`src/rtl/datapath_unit.sv`:
```
// Execution datapath: 4x8 register file, 8-bit ALU with registered NZCV flags,
// 16x8 data RAM with a host preload port. One instruction completes per clock.
module datapath_unit #(
  parameter int DW     = 8,
  parameter int MDEPTH = 16
) (
  input  logic                      clk,
  input  logic                      reset,
  input  logic                      WE,
  input  logic                      ALUorM,
  input  logic [2:0]                ALUCntr,
  input  logic                      ALUSrc2,
  input  logic [1:0]                RDst3,
  input  logic [1:0]                RSrc1,
  input  logic [DW-1:0]             Src2,
  output logic [3:0]                ALUFlags,
  output logic [DW-1:0]             result,
  input  logic                      ld_en,
  input  logic [$clog2(MDEPTH)-1:0] ld_addr,
  input  logic [DW-1:0]             ld_data,
  input  logic [1:0]                dbg_sel,
  output logic [DW-1:0]             dbg_reg
);

  localparam int AW = $clog2(MDEPTH);

  typedef enum logic [2:0] {
    OP_ADD  = 3'b000,
    OP_SUB  = 3'b001,
    OP_AND  = 3'b010,
    OP_OR   = 3'b011,
    OP_XOR  = 3'b100,
    OP_SHL  = 3'b101,
    OP_SHR  = 3'b110,
    OP_PASS = 3'b111
  } alu_op_e;

  logic [DW-1:0] regs_q  [4];
  logic [DW-1:0] regs_d  [4];
  logic [DW-1:0] mem_q   [MDEPTH];
  logic [DW-1:0] mem_d   [MDEPTH];
  logic [3:0]    flags_q;
  logic [3:0]    flags_d;

  logic [DW-1:0] op_a;
  logic [DW-1:0] op_b;
  logic [DW-1:0] alu_res;
  logic [DW:0]   alu_ext;
  logic          alu_c;
  logic          alu_v;
  logic [DW-1:0] ram_rdata;

  always_comb begin
    // NOTE: every always_comb output gets a default first so no path can infer a latch.
    op_a    = regs_q[RSrc1];
    op_b    = ALUSrc2 ? Src2 : regs_q[Src2[1:0]];
    alu_ext = '0;
    alu_res = '0;
    alu_c   = 1'b0;
    alu_v   = 1'b0;
    unique case (alu_op_e'(ALUCntr))
      OP_ADD: begin
        alu_ext = {1'b0, op_a} + {1'b0, op_b};
        alu_res = alu_ext[DW-1:0];
        alu_c   = alu_ext[DW];
        alu_v   = (op_a[DW-1] == op_b[DW-1]) && (alu_res[DW-1] != op_a[DW-1]);
      end
      OP_SUB: begin
        // Carry is the inverted borrow, so C=1 means A >= B unsigned.
        alu_ext = {1'b0, op_a} - {1'b0, op_b};
        alu_res = alu_ext[DW-1:0];
        alu_c   = ~alu_ext[DW];
        alu_v   = (op_a[DW-1] != op_b[DW-1]) && (alu_res[DW-1] != op_a[DW-1]);
      end
      OP_AND:  alu_res = op_a & op_b;
      OP_OR:   alu_res = op_a | op_b;
      OP_XOR:  alu_res = op_a ^ op_b;
      OP_SHL: begin
        alu_res = {op_a[DW-2:0], 1'b0};
        alu_c   = op_a[DW-1];
      end
      OP_SHR: begin
        alu_res = {1'b0, op_a[DW-1:1]};
        alu_c   = op_a[0];
      end
      OP_PASS: alu_res = op_b;
      default: alu_res = '0;
    endcase

    flags_d   = {alu_res[DW-1], alu_res == '0, alu_c, alu_v};
    // Reads come from the registered array, so same-cycle host writes return old data.
    ram_rdata = mem_q[alu_res[AW-1:0]];
    result    = ALUorM ? ram_rdata : alu_res;

    regs_d = regs_q;
    if (WE) regs_d[RDst3] = result;
    mem_d = mem_q;
    if (ld_en) mem_d[ld_addr] = ld_data;
  end

  always_ff @(posedge clk) begin
    if (reset) begin
      // NOTE: the RAM is cleared on reset like the registers, so it maps to flops, not a RAM macro.
      for (int i = 0; i < 4; i++) regs_q[i] <= '0;
      for (int i = 0; i < MDEPTH; i++) mem_q[i] <= '0;
      flags_q <= '0;
    end else begin
      // NOTE: non-blocking assignments keep every flop sampling pre-edge values.
      regs_q  <= regs_d;
      mem_q   <= mem_d;
      flags_q <= flags_d;
    end
  end

  assign ALUFlags = flags_q;
  assign dbg_reg  = regs_q[dbg_sel];

endmodule
```
`config.mk`:
```
export PLATFORM = sky130hd
export DESIGN_NAME = datapath_unit
export DESIGN_NICKNAME = d
export VERILOG_FILES = /design/src/rtl/datapath_unit.sv
export SDC_FILE = /design/constraint.sdc
export NUM_CORES = 1
export LEC_CHECK = 0
export ABC_AREA = 0
export BUFFER_PORTS_ARGS = -buffer_cell sky130_fd_sc_hd__buf_4
export CAP_MARGIN = 20
export CORE_ASPECT_RATIO = 2
export CORE_MARGIN = 10
export CORE_UTILIZATION = 55
export CTS_BUF_LIST = sky130_fd_sc_hd__clkbuf_4
export DETAILED_ROUTE_END_ITERATION = 6
export PLACE_DENSITY = 0.81
export SLEW_MARGIN = 5
export SYNTH_ARGS = -nofsm -noshare
export SYNTH_HDL_FRONTEND = slang
export SYNTH_SLANG_ARGS = --single-unit
```
`constraint.sdc`:
```
create_clock -name clk -period 5.45 [get_ports clk]
set_input_delay 0.8175 -clock clk [delete_from_list [all_inputs] [get_ports clk]]
set_output_delay 0.8175 -clock clk [all_outputs]
set_load 0.02 [all_outputs]
```
==> results of run 1 <==
==> final cells by class <==
class | count | area [um2] | share of cell area (%)
Antenna cell | 1 | 2.50 | 0.0240
Clock buffer | 19 | 143 | 1.37
Sequential cell | 164 | 3280 | 31.5
Multi-Input combinational cell | 785 | 5740 | 55.1
Inverter | 30 | 113 | 1.08
Tap cell | 207 | 259 | 2.49
Timing Repair Buffer | 89 | 726 | 6.96
Clock inverter | 13 | 156 | 1.50
==> metrics by stage <==
step	worst slack, ns	util (%)
floorplan	0.533	-
global placement	0.105	59.7
detailed placement	0.0738	59.7
CTS	0.0670	61.5
global route	-0.0275	61.8
finish	0.112	61.8
==> worst paths after layout <==
| kind | cells past startpoint | slack (ns) | end | from |
|---|---|---|---|---|
| max | 12 | 0.11 | result[1] | Src2[0] |
| min | 2 | 0.51 | mem_q[97] | mem_q[97] |
| max reg2reg | 12 | 1.50 | regs_q[25] | regs_q[11] |
| min reg2reg | 2 | 0.51 | mem_q[97] | mem_q[97] |
==> worst min-delay path, delay by kind of cell, from the launching register on <==
family | cells | cell delay (ns)
flip-flops | 1 | 0.35
AND/OR/NAND/NOR | 1 | 0.07
multiplexers | 1 | 0.06
==> sequential cells by signal (all words and copies together), names as in the netlist <==
register and flops:
mem_q 128, regs_q 32, ALUFlags 4
==> layer usage <==
| layer | share of wire [%] | wire [um] |
|---|---|---|
| met2 | 52 | 14700 |
| met5 | 0 | 0 |
| met1 | 34 | 9610 |
| met3 | 4.9 | 1390 |
| met4 | 8.3 | 2340 |
==> cells by family after synthesis <==
kind of cell / Yosys count / share of synthesized area [%]
flip-flops: 164 / 34.7
multiplexers: 220 / 26.2
XOR/XNOR: 5 / 0.463
AND/OR/NAND/NOR: 387 / 18.6
adder cells (fa/ha/maj): 26 / 3.60
buffers and inverters: 112 / 5.13
AO/OA/AOI/OAI: 147 / 11.3
==> cell usage in the layout, fill, tap and decap left out, types with 18 or more instances in the layout <==
master and n:
mux2i_1 188, nor2_1 186, dfxtp_1 164, buf_4 85, nand2_1 63, nand3_1 51, a21oi_1 30, inv_1 29
ha_1 24, o21ai_0 23, mux4_2 21, clkbuf_4 19, and3_1 18
==> synthesized netlist by cell type, drive strengths merged, types with 4 or more instances <==
cell type / count / area share, %
a211oi: 20 / 1.8
a21o: 4 / 0.32
a21oi: 30 / 1.6
a22oi: 4 / 0.37
a311oi: 4 / 0.44
a31oi: 4 / 0.26
a41oi: 4 / 0.37
and3: 18 / 1.2
buf: 28 / 1.8
clkbuf: 54 / 2.1
dfxtp: 164 / 35
ha: 24 / 3.2
inv: 29 / 1.2
mux2: 10 / 1.2
mux2i: 189 / 20
mux4: 21 / 5.0
nand2: 63 / 2.5
nand2b: 11 / 0.73
nand3: 51 / 2.7
nand3b: 6 / 0.48
nor2: 188 / 7.5
nor2b: 9 / 0.59
nor3: 8 / 0.42
nor3b: 5 / 0.40
o211ai: 6 / 0.48
o21ai: 24 / 1.3
o221ai: 5 / 0.46
o22ai: 5 / 0.33
o31ai: 5 / 0.45
or2: 5 / 0.33
or3: 7 / 0.46
xnor2: 5 / 0.46
==> repair_timing <==
action | CTS | global route
resized for setup | 0 | 6
setup endpoints to repair | 0 | 6
setup buffers | 0 | 0
hold endpoints to repair | 0 | 0
==> power groups by stage <==
stage               Sequential, mW  Clock (mW)  Combinational, mW
floorplan                     1.26           0              0.385
global placement              1.26           0              0.562
detailed placement            1.27           0              0.568
CTS                           1.24       0.771              0.571
global route                  1.24       0.807              0.627
finish                        1.24       0.754              0.588
==> results.txt, run 1 <==
Final Skew - 0.0178 ns
Pwr Density - 248 mW/mm2
Post-synth EDFFs - 0
Min-delay worst type - reg2reg
Crit path largest cell delay - 0.55 ns
Largest net degree at the start of global routing - 112
Share of post-route cells with drive strength above 1 - 16.0%
Status - completed
Initial core utilization - 56.2%
Aggregate routed wire length - 28.1 mm
Clk root buf - clkbuf_4
Total GRT Usage - 23.8%
Core ar. - 0.0168 mm2
Critical Path RT - 4.63 ns
Type of the worst setup path - in2out
Met1 usage - 22.5%
CP startpoint kind - primary input
Combinational Power Share - 22.8%
Max Cap Viol - 0
Crit path max-delay cell type - nor4_1
Placement row count - 67
Vias in the first global route - 8502
P_int - 1.78 mW
CP top delay family - simple AND/OR/NAND/NOR gates
Drc violations - 0
Critical path arrival - 4.52 ns
Fin. Hold Viols - 0
Design Area, Final - 0.0104 mm2
Filler cells - 1399
Library cells used by synthesis - 75
Drt wl/cell - 21.5 um
CP Capture Type - output pin
Die ar. - 0.0232 mm2
Reg power frac - 48.0%
Final Slew Violations - 0
Synth Instances - 1061
Hold Buf Count CTS - 0
Slew margin rel. - 26.3%
Final worst path period need - 5.34 ns
Worst skew pair latency - 0.57 ns
Overflow after GRT - 0
Synth Register Bits - 164
Crit-path max FO - 11
Vias post-DR - 8245
Crit-path cells - buf_4 > mux4_2 > mux2i_2 > ha_1 > or4b_1 > or4_1 > nand3_1 > o32a_2 > nand3_1 > nor4_1 > a311oi_4 > buf_4
VDD IR max - 0.118 mV
Mapped Nets - 1122
Leakage power - 4.29 nW
Die width - 113 um
Global routing's busiest layer - met2
Met3 usage - 4.08%
Slew @ Worst Pin - 1.10 ns
Ys async rst share - 0%
Nets - 1148
Mean Syn Cell Area - 8.92 um2
Total power - 2.58 mW
Seq/Total Area, Yosys - 34.7%
Buf/Inv on CP - 2
Placed Instance Area - 0.0101 mm2
Clk pwr share - 29.2%
Hold WS - 0.505 ns
Number of setup violations in the final report - 0
Clock buffer depth - 2
First-pass GRT wire length - 43.9 mm
P&R area growth vs syn - 10.1%
Final ANT Viol Nets - 0
Top FF cell, synth - dfxtp_1
Vias per cell - 6.30
Sink Count - 164
Setup tns final - 0 ns
Non-Filler Instances - 1308
Sw Share - 31.2%
H-tree Lvls - 4
Fmax - 187 MHz
Placed cell count - 1274
Mapped cell area - 0.00946 mm2
Switching power of the nets - 0.807 mW
Synthesis warning total - 0
Final Wtd Congestion - 0.957
Met2 usage - 42.8%
Die Ht - 206 um
Reg clk slew, reported paths - 0.13 ns
IO buf count - 54
Final period util - 97.9%
Top-Level Pins - 55
CTS Buf Count - 17
Post-DP HPWL - 20.7 mm
CTS tree - done
Initial DRC Count - 820
Initial antenna violation count - 1
DR pass1 iterations - 7
Power figures use the tool's default switching activity.
==> run 2, diff against run 1 <==
CORE_UTILIZATION = 50   (was 55)
PLACE_DENSITY = 0.78   (was 0.81)
RECOVER_POWER = 100   (was unset)
clock period = 4.4 ns   (was 5.45 ns; I/O delays follow)
==> run 2 against run 1 <==
The flow now finishes with violations (capacitance limit, slew limit, setup timing). Sequential cell count did not move. Non-clock buffer count rose by 78. Clock skew rose by 0.00072 ns. Sequential power rose by 24%.
==> results.txt, run 2 (synthesis results as in run 1) <==
Largest net degree at the start of global routing - 79 (-29%)
P&R area growth vs syn - 18.2%
Placement row count - 71 (+6.0%)
Overflow after GRT - 0 (unchanged)
Final Skew - 0.0185 ns (+0.000724 ns)
Final Wtd Congestion - 1.01 (+5.1%)
Status - finished, violations left
Startpoint of the worst hold path - ld_data[7]
Initial core utilization - 50.5% (-5.7 points)
Vias in the first global route - 8389 (-1.3%)
Slew @ Worst Pin - 3.30 ns (+2.20 ns)
Fin. Hold Viols - 0 (unchanged)
Largest register FFs - 128 (unchanged)
Setup tns final - -1.95 ns (-1.95 ns)
Failing checks - capacitance limit, slew limit, setup timing
Total GRT Usage - 22.7% (-1.2 points)
Critical path arrival - 4.02 ns (-0.50 ns)
Final period util - 106%
First-pass GRT wire length - 44.2 mm (+0.66%)
RSZ-0062 raised after global routing - yes
Vias post-DR - 8508 (+3.2%)
Initial antenna violation count - 1 (unchanged)
Final Slew Violations - 79 (+79)
Type of the worst setup path - reg2out
CP Capture Type - output pin
Reg clk slew, reported paths - 0.14 ns (about the same)
Slew margin rel. - -120% (-150 points)
Most common cell after layout, fill and taps aside - mux2i_1
Sw Share - 32.2% (+0.96 points)
Share of post-route cells with drive strength above 1 - 22.8% (+6.8 points)
Final ANT Viol Nets - 0 (unchanged)
Fmax - 214 MHz
Top-Level Pins - 55 (unchanged)
Leakage power - 4.62 nW (+7.7%)
Die Ht - 215 um (+4.4%)
CTS Buf Count - 17 (unchanged)
Hold WS - 0.469 ns (-0.0366 ns)
Clk root buf - clkbuf_4
Die ar. - 0.0252 mm2 (+8.6%)
Reg power frac - 47.3% (-0.7 points)
Final worst path period need - 4.68 ns
Pwr Density - 291 mW/mm2 (+17%)
Max Cap Viol - 1 (+1)
Combinational Power Share - 27.2% (+4.4 points)
H-tree Lvls - 4 (unchanged)
Nets - 1226 (+6.8%)
Aggregate routed wire length - 28.8 mm (+2.7%)
CTS tree - done
CP startpoint kind - register
Commonest non-fill, non-tap cells in the layout - mux2i_1 (186), nor2_1 (183), dfxtp_1 (157), buf_4 (131), nand2_1 (61)
Crit-path max FO - 8 (-3)
Clock buffer depth - 2 (unchanged)
Worst skew pair latency - 0.57 ns (about the same)
Core ar. - 0.0187 mm2 (+11%)
Initial DRC Count - 729 (-11%)
Clk pwr share - 25.6% (-3.6 points)
Post-DP HPWL - 21.6 mm (+4.2%)
DR pass1 iterations - 5 (-2)
Number of setup violations in the final report - 8 (+8)
Hold Buf Count CTS - 0 (unchanged)
Worst r2r src - regs_q[3]
Setup crit start - regs_q[3]
Drc violations - 0 (unchanged)
Critical Path RT - 3.74 ns (-0.89 ns)
VDD IR max - 0.144 mV (+23%)
Switching power of the nets - 1.05 mW (+30%)
Worst reg2reg setup slack - 0.55 ns (-0.95 ns)
Min-delay worst type - in2reg
Register with the most flip-flops - mem_q
P_int - 2.20 mW (+24%)
Sink Count - 164 (unchanged)
Total power - 3.25 mW (+26%)
IO buf count - 54 (unchanged)
Drt wl/cell - 20.1 um (-6.3%)
Die width - 117 um (+4.0%)
Final WS setup - -0.279 ns (-0.391 ns)
Vias per cell - 5.93 (-5.9%)
-- run 2: changes by cell type in the layout (fill, tap and decap cells not counted), sizes merged --
cell,delta
buf,+55
clkinvlp,+1
bufinv,-2
clkbuf,+24
-- run 2: routing by layer --
metal | part of all wire (%) | vias up | GRT usage [%]
met5 | 0 | - | 0
met4 | 8.6 | 0 | 19.5
met3 | 4.6 | 133 | 3.84
met2 | 53 | 298 | 39.6
met1 | 34 | 4079 | 21.9
li1 | - | 3998 | -
-- run 2: power by group through the flow --
stage	Sequential (mW)	Clock [mW]	Combinational [mW]
after floorplan	1.56	0	0.493
after global placement	1.57	0	0.803
after detailed placement	1.57	0	0.811
after CTS	1.54	0.848	0.834
after global routing	1.54	0.907	0.936
final	1.54	0.832	0.883
-- run 2: worst paths after layout --
| path | end | cells past startpoint |
|---|---|---|
| setup / recovery | result[6] | 13 |
| hold / removal | mem_q[119] | 3 |
| setup reg to reg | regs_q[16] | 15 |
| hold reg to reg | regs_q[1] | 2 |
-- run 2: area by class of cell --
type	instances	area [um2]
clock inverters	12	105
diodes	1	2.50
clock buffers	20	150
flip-flops and latches	164	3290
inverters	30	113
well taps	255	319
repair buffers	167	1310
multi-input cells	785	5900
fillers	1615	7560
-- run 2: what timing repair did --
item / 4_1_cts / 5_1_grt
setup buffers: 6 / 4
setup endpoints to repair: 8 / 8
gates cloned: 0 / 2
resized for setup: 19 / 34
pin swaps: 8 / 12
-- run 2: critical path: stages (launching register included) --
cell and delay [ns]:
dfxtp_2 0.35, mux4_2 0.46, mux2i_1 0.21, ha_1 0.30
or4b_1 0.52, or4_4 0.44, nand3_4 0.08, o32a_1 0.17
buf_6 0.15, nor2_1 0.05, a22o_1 0.25, o31ai_4 0.27
inv_2 0.04, buf_4 0.15
-- run 2: through the flow --
stage          util, %  worst slack (ns)  instances  instance area [um2]
6_report          59.7            -0.279       1434                11200
3_5_place_dp      57.0            -0.232       1388                10700
3_3_place_gp      56.9            -0.213       1385                10700
4_1_cts           59.0            -0.309       1426                11100
5_1_grt           59.7            -0.416       1434                11200
2_1_floorplan        -         -0.000218       1061                 9540
